===== config.mk =====
export PLATFORM = sky130hd
export DESIGN_NAME = tpu_sequencer
export DESIGN_NICKNAME = d
export VERILOG_FILES = /design/src/rtl/tpu_sequencer.sv
export SDC_FILE = /design/constraint.sdc
export NUM_CORES = 1
export LEC_CHECK = 0
export CORE_MARGIN = 8
export CORE_UTILIZATION = 48
export CTS_CLUSTER_SIZE = 30
export DETAILED_ROUTE_END_ITERATION = 10
export PLACE_DENSITY_LB_ADDON = 0.08
export SYNTH_ARGS = -nofsm -noshare
export SYNTH_HDL_FRONTEND = slang
export SYNTH_SLANG_ARGS = --single-unit

===== constraint.sdc =====
create_clock -name clk -period 2.1 [get_ports clk]
set_input_delay 0.42 -clock clk [delete_from_list [all_inputs] [get_ports clk]]
set_output_delay 0.42 -clock clk [all_outputs]
set_load 0.05 [all_outputs]

===== src/rtl/tpu_sequencer.sv =====
// tpu_sequencer: program sequencer driving the systolic array strobes from a DMA-loaded instruction memory.
// Optional feature macro: TPU_SEQ_STALL_EN adds a stall_i input that freezes FETCH/EXEC progress.
module tpu_sequencer #(
  parameter int INSTR_W    = 8,
  parameter int OPND_W     = INSTR_W - 3,
  parameter int IMEM_DEPTH = 16,
  parameter int IMEM_AW    = $clog2(IMEM_DEPTH)
) (
  input  logic               clk,
  input  logic               rst,
  input  logic               prog_we_i,
  input  logic [IMEM_AW-1:0] prog_addr_i,
  input  logic [INSTR_W-1:0] prog_data_i,
  output logic               prog_err_o,
  input  logic               start_i,
`ifdef TPU_SEQ_STALL_EN
  input  logic               stall_i,
`endif
  output logic               busy_o,
  output logic               done_o,
  output logic [IMEM_AW-1:0] pc_o,
  output logic [OPND_W-1:0]  base_address_o,
  output logic               load_weight_o,
  output logic               load_input_o,
  output logic               valid_o,
  output logic               store_res_o,
  output logic               capture_res_o,
  output logic               clear_acc_o
);
  typedef enum logic [1:0] {IDLE, FETCH, EXEC, DONE} state_t;
  state_t             state_q;
  logic [IMEM_AW-1:0] pc_q;
  logic [OPND_W-1:0]  cnt_q;
  logic [INSTR_W-1:0] ir_q;
  logic [OPND_W-1:0]  base_q;
  logic               err_q;
  logic [INSTR_W-1:0] imem [IMEM_DEPTH];
  logic [2:0]         opc;
  logic [OPND_W-1:0]  opnd;
  logic               halt, last, hold, addr_ok, wr_ok, exec_on;
`ifdef TPU_SEQ_STALL_EN
  assign hold = stall_i;
`else
  assign hold = 1'b0;
`endif
  assign opc     = ir_q[INSTR_W-1 -: 3];
  assign opnd    = ir_q[OPND_W-1:0];
  assign halt    = opc == 3'd0 && &opnd;
  assign last    = opc == 3'd3 || opc == 3'd7 || halt || cnt_q == opnd;
  assign addr_ok = 32'(prog_addr_i) < IMEM_DEPTH;
  assign wr_ok   = prog_we_i && state_q == IDLE && addr_ok;
  assign exec_on = state_q == EXEC && !hold;
  assign busy_o         = state_q == FETCH || state_q == EXEC;
  assign done_o         = state_q == DONE;
  assign pc_o           = pc_q;
  assign base_address_o = base_q;
  assign prog_err_o     = err_q;
  assign load_weight_o  = exec_on && opc == 3'd1;
  assign load_input_o   = exec_on && opc == 3'd2;
  assign valid_o        = exec_on && opc == 3'd4;
  assign store_res_o    = exec_on && opc == 3'd5;
  assign capture_res_o  = exec_on && opc == 3'd6;
  assign clear_acc_o    = exec_on && opc == 3'd7;
  // Program memory: writable only while idle, contents survive reset
  always_ff @(posedge clk)
    if (wr_ok) imem[prog_addr_i] <= prog_data_i;
  // Control FSM: fetch/execute loop with per-instruction cycle counter
  always_ff @(posedge clk) begin
    if (rst) begin
      state_q <= IDLE;
      pc_q    <= '0;
      cnt_q   <= '0;
      ir_q    <= '0;
      base_q  <= '0;
      err_q   <= 1'b0;
    end else begin
      err_q <= prog_we_i && (state_q != IDLE || !addr_ok);
      case (state_q)
        IDLE: if (start_i) begin
          pc_q    <= '0;
          state_q <= FETCH;
        end
        FETCH: if (!hold) begin
          ir_q    <= imem[pc_q];
          cnt_q   <= '0;
          state_q <= EXEC;
        end
        EXEC: if (!hold) begin
          if (opc == 3'd3) base_q <= opnd;
          if (!last) cnt_q <= cnt_q + 1'b1;
          else if (halt || pc_q == IMEM_AW'(IMEM_DEPTH - 1)) state_q <= DONE;
          else begin
            pc_q    <= pc_q + 1'b1;
            state_q <= FETCH;
          end
        end
        default: state_q <= IDLE;
      endcase
    end
  end
endmodule

==> impl_metrics.toml <==
[run_status]
status = "complete, no violations"

[cells_and_area]
fillCellCount = 977
nets = 465
stdcell_area_um2 = 7680
drive_gt1_share_pct = 25.9
antenna_cells = 0
area_growth_pct = 24.4

[placement]
place.port_buffers = 33
postPlaceCellArea_um2 = 7060
hpwl_mm = 8.90
place.gp.congestion = 0.792

[logic_synthesis]
synth_top_family_by_area = "multiplexers"
synth_fa_ha_area_share_pct = 1.42
synth.top_cell.area_share_pct = 62.2
ys_top_cells_by_area = "edfxtp_1, mux4_2, dfxtp_1"
synth_warnings = 0
synth_edf_count = 128
synth_compound_area_share_pct = 5.87
synthArstFlopShare_pct = 0
ys_types = 42
synthMuxAreaShare_pct = 12.8
synth-xor-area-share_pct = 0.709
synth-simple-area-share_pct = 7.09
synth_nets = 393
mappedNetlistArea_um2 = 6180
synth_top_flop_cell = "edfxtp_1"
yosysSeqAreaShare_pct = 70.3
yosys.area.top_type = "edfxtp_1"
synth.avg_cell_area_um2 = 16.7
synthCells = 370
synth-seq-cells = 153

[hold_path]
whs_endpoint = "base_address_o[0]"
hold_start = "base_address_o[0]"
worstHoldPathCells = 2
hp-class = "flip-flop to flip-flop"

[pwr]
power.leakage_uw = 0.00259
p_int_uw = 5660
peakVddDrop_mv = 0.782
p_sw_uw = 1730
p_per_area_nw_per_um2 = 962
switching_share_pct = 23.4
pwr-share-seq_pct = 46.8
combPwrFrac_pct = 12.4
power.share.clock_pct = 40.8

[clocking]
cts_tree = "done"
clockBufferDepth = 2
numCtsBuffers = 17
clock_latency_ns = 0.42
numClockSinks = 153
htreeDepth = 4
clk_pin_slew_worst_paths_ns = 0.06
cts_root_buf = "clkbuf_16"

[detailed_routing]
wire_per_inst_um = 20.9
drtAntennaViolNets = 0
drc = 0
routed_wl_mm = 13.1
vias = 3487
dr.pass1.iters = 4
drt-initial-drc-count = 228
routed_via_density = 5.56

[floorplan]
start_util_pct = 48.9
coreArea_um2 = 12600
io_pins = 34
die-area_um2 = 16800
dieHeight_um = 129
rows = 41
die_w_um = 129

[sta]
setup-violations-final = 0
clock_skew_ns = 0.00752
period_minus_slack_ns = 2.03
max_slew_margin_pct = 51.1
timing.hold.ws_ns = 0.499
min_period_over_period_pct = 96.6
tightestPinTransition_ns = 0.731
rsz0062_at_grt = "true"
clock.fmax_ghz = 0.493
hold_viol_final = 0
slew_violations = 0

[worst_setup_path]
required_ns = 1.68
critPathLaunchType = "flip-flop"
critical_path.endpoint_type = "output port"
crit_fanout = 3
rr_worst_depth = 6
cp_data_arrival_time_ns = 1.61
startpoint = "state_q[0]"
crit_type = "flip-flop to output port"
r2r_slack_ns = 0.20
r2r_end = "pc_o[3]"
rr_startpoint = "pc_o[0]"

[global_route]
grt_overflow = 0
grt_pass1_wl_mm = 20.8
grt_max_degree = 23
grt_antenna_before_repair = 0
grt_pass1_vias = 3618
track_usage_pct = 17.2

[run]
max_cap_viol_count = 0
## worst max-delay path, cell delays in order (launching register included)
cell	delay (ns)
dfxtp_1	0.32
inv_2	0.09
ha_4	0.16
buf_4	0.13
nand2b_4	0.06
nor3b_2	0.23
clkbuf_16	0.20
## layout by cell type, fill, tap and decap left out, drive strengths merged, types with 2 or more instances in the layout
cell           instances
inv                    7
xor2                   2
and4                   2
nor2b                  3
xnor2                  3
edfxtp               128
clkinv                 5
ha                     7
nor3                   9
nand4                  2
clkbuf                22
nand3                  7
buf                   47
and3                   2
mux4                  32
clkdlybuf4s50         22
nor3b                  2
nor2                  36
bufinv                 3
mux2i                  7
a21oi                 19
a22oi                 17
nand2                 15
nand2b                 6
o31ai                  3
o21ai                  5
dfxtp                 25
## power by group through the flow
stage / registers, µW / clock network, µW / logic [µW]
3_3_place_gp: 3520 / 0 / 894
5_1_grt: 3470 / 3200 / 999
3_5_place_dp: 3520 / 0 / 899
4_1_cts: 3460 / 3070 / 919
6_report: 3460 / 3020 / 918
2_1_floorplan: 3520 / 0 / 532
## synth_stat cells (2+ instances only)
| cell type | number |
|---|---|
| a22oi_1 | 17 |
| edfxtp_1 | 128 |
| nor2_1 | 36 |
| ha_1 | 7 |
| o21ai_0 | 5 |
| mux4_2 | 32 |
| nand4_1 | 2 |
| buf_1 | 2 |
| clkbuf_1 | 8 |
| buf_2 | 4 |
| inv_1 | 5 |
| dfxtp_1 | 25 |
| nor3_1 | 9 |
| and4_1 | 2 |
| buf_4 | 3 |
| nand2_1 | 15 |
| nand2b_1 | 6 |
| o31ai_1 | 3 |
| nor2b_1 | 3 |
| a21oi_1 | 19 |
| and3_1 | 2 |
| xnor2_1 | 3 |
| xor2_1 | 2 |
| nand3_1 | 7 |
| mux2i_1 | 7 |
| nor3b_1 | 2 |
## sequential cells by signal, indices dropped and copies added, names as in the netlist
register / flops
base_address_o: 5
cnt_q: 5
imem: 128
ir_q: 8
pc_o: 4
prog_err_o: 1
state_q: 2
## repair_timing
item,CTS,global route
hold buffers,0,0
setup endpoints to repair,7,4
setup buffers,1,0
gates resized for setup,5,2
pin swaps,1,1
gates cloned,0,0
## how the worst max path moves through the flow
stage / end / slack [ns] / depth (start not counted)
floorplan: load_weight_o / 0.07 / 5
global placement: imem[0][0] / -0.03 / 5
detailed placement: imem[0][0] / -0.04 / 5
CTS: load_weight_o / 0.03 / 6
global route: clear_acc_o / -0.03 / 6
finish: load_weight_o / 0.07 / 6
## routing by layer
| metal | track usage (%) | vias up | share of wire (%) |
|---|---|---|---|
| li1 | - | 1624 | - |
| met1 | 22.0 | 1764 | 45 |
| met3 | 5.14 | 17 | 5.5 |
| met2 | 27.3 | 82 | 48 |
| met4 | 6.15 | 0 | 1.3 |
| met5 | 0 | - | 0 |
## kinds of logic (layout without fill, tap and decap cells)
family / count (synthesis) / count (layout)
buffers and inverters: 23 / 108
adder cells (fa/ha/maj): 7 / 7
multiplexers: 39 / 39
XOR/XNOR: 5 / 5
AND/OR/NAND/NOR: 89 / 89
AO/OA/AOI/OAI: 54 / 54
flip-flops: 153 / 153
## metrics by stage
stage / total power (µW) / setup TNS [ns] / std cells / util [%] / setup WS [ns]
after floorplan: 4050 / 0 / 370 / - / 0.0653
after global placement: 4410 / -0.253 / 594 / 56.0 / -0.0344
after detailed placement: 4420 / -0.277 / 594 / 56.0 / -0.0377
after CTS: 7450 / 0 / 627 / 60.8 / 0.0279
after global routing: 7670 / -0.0990 / 627 / 60.9 / -0.0333
final: 7390 / 0 / 627 / 60.9 / 0.0721
## final cells by class
type	instances	area [µm²]	share of cell area, %
sequential	153	4350	56.6
multi-input combinational	194	1760	22.9
timing repair buffer	71	757	9.85
clock buffer	21	440	5.73
tap	172	215	2.80
clock inverter	11	145	1.89
inverter	5	18.8	0.244
No activity file was read; power rests on OpenSTA's default activity.
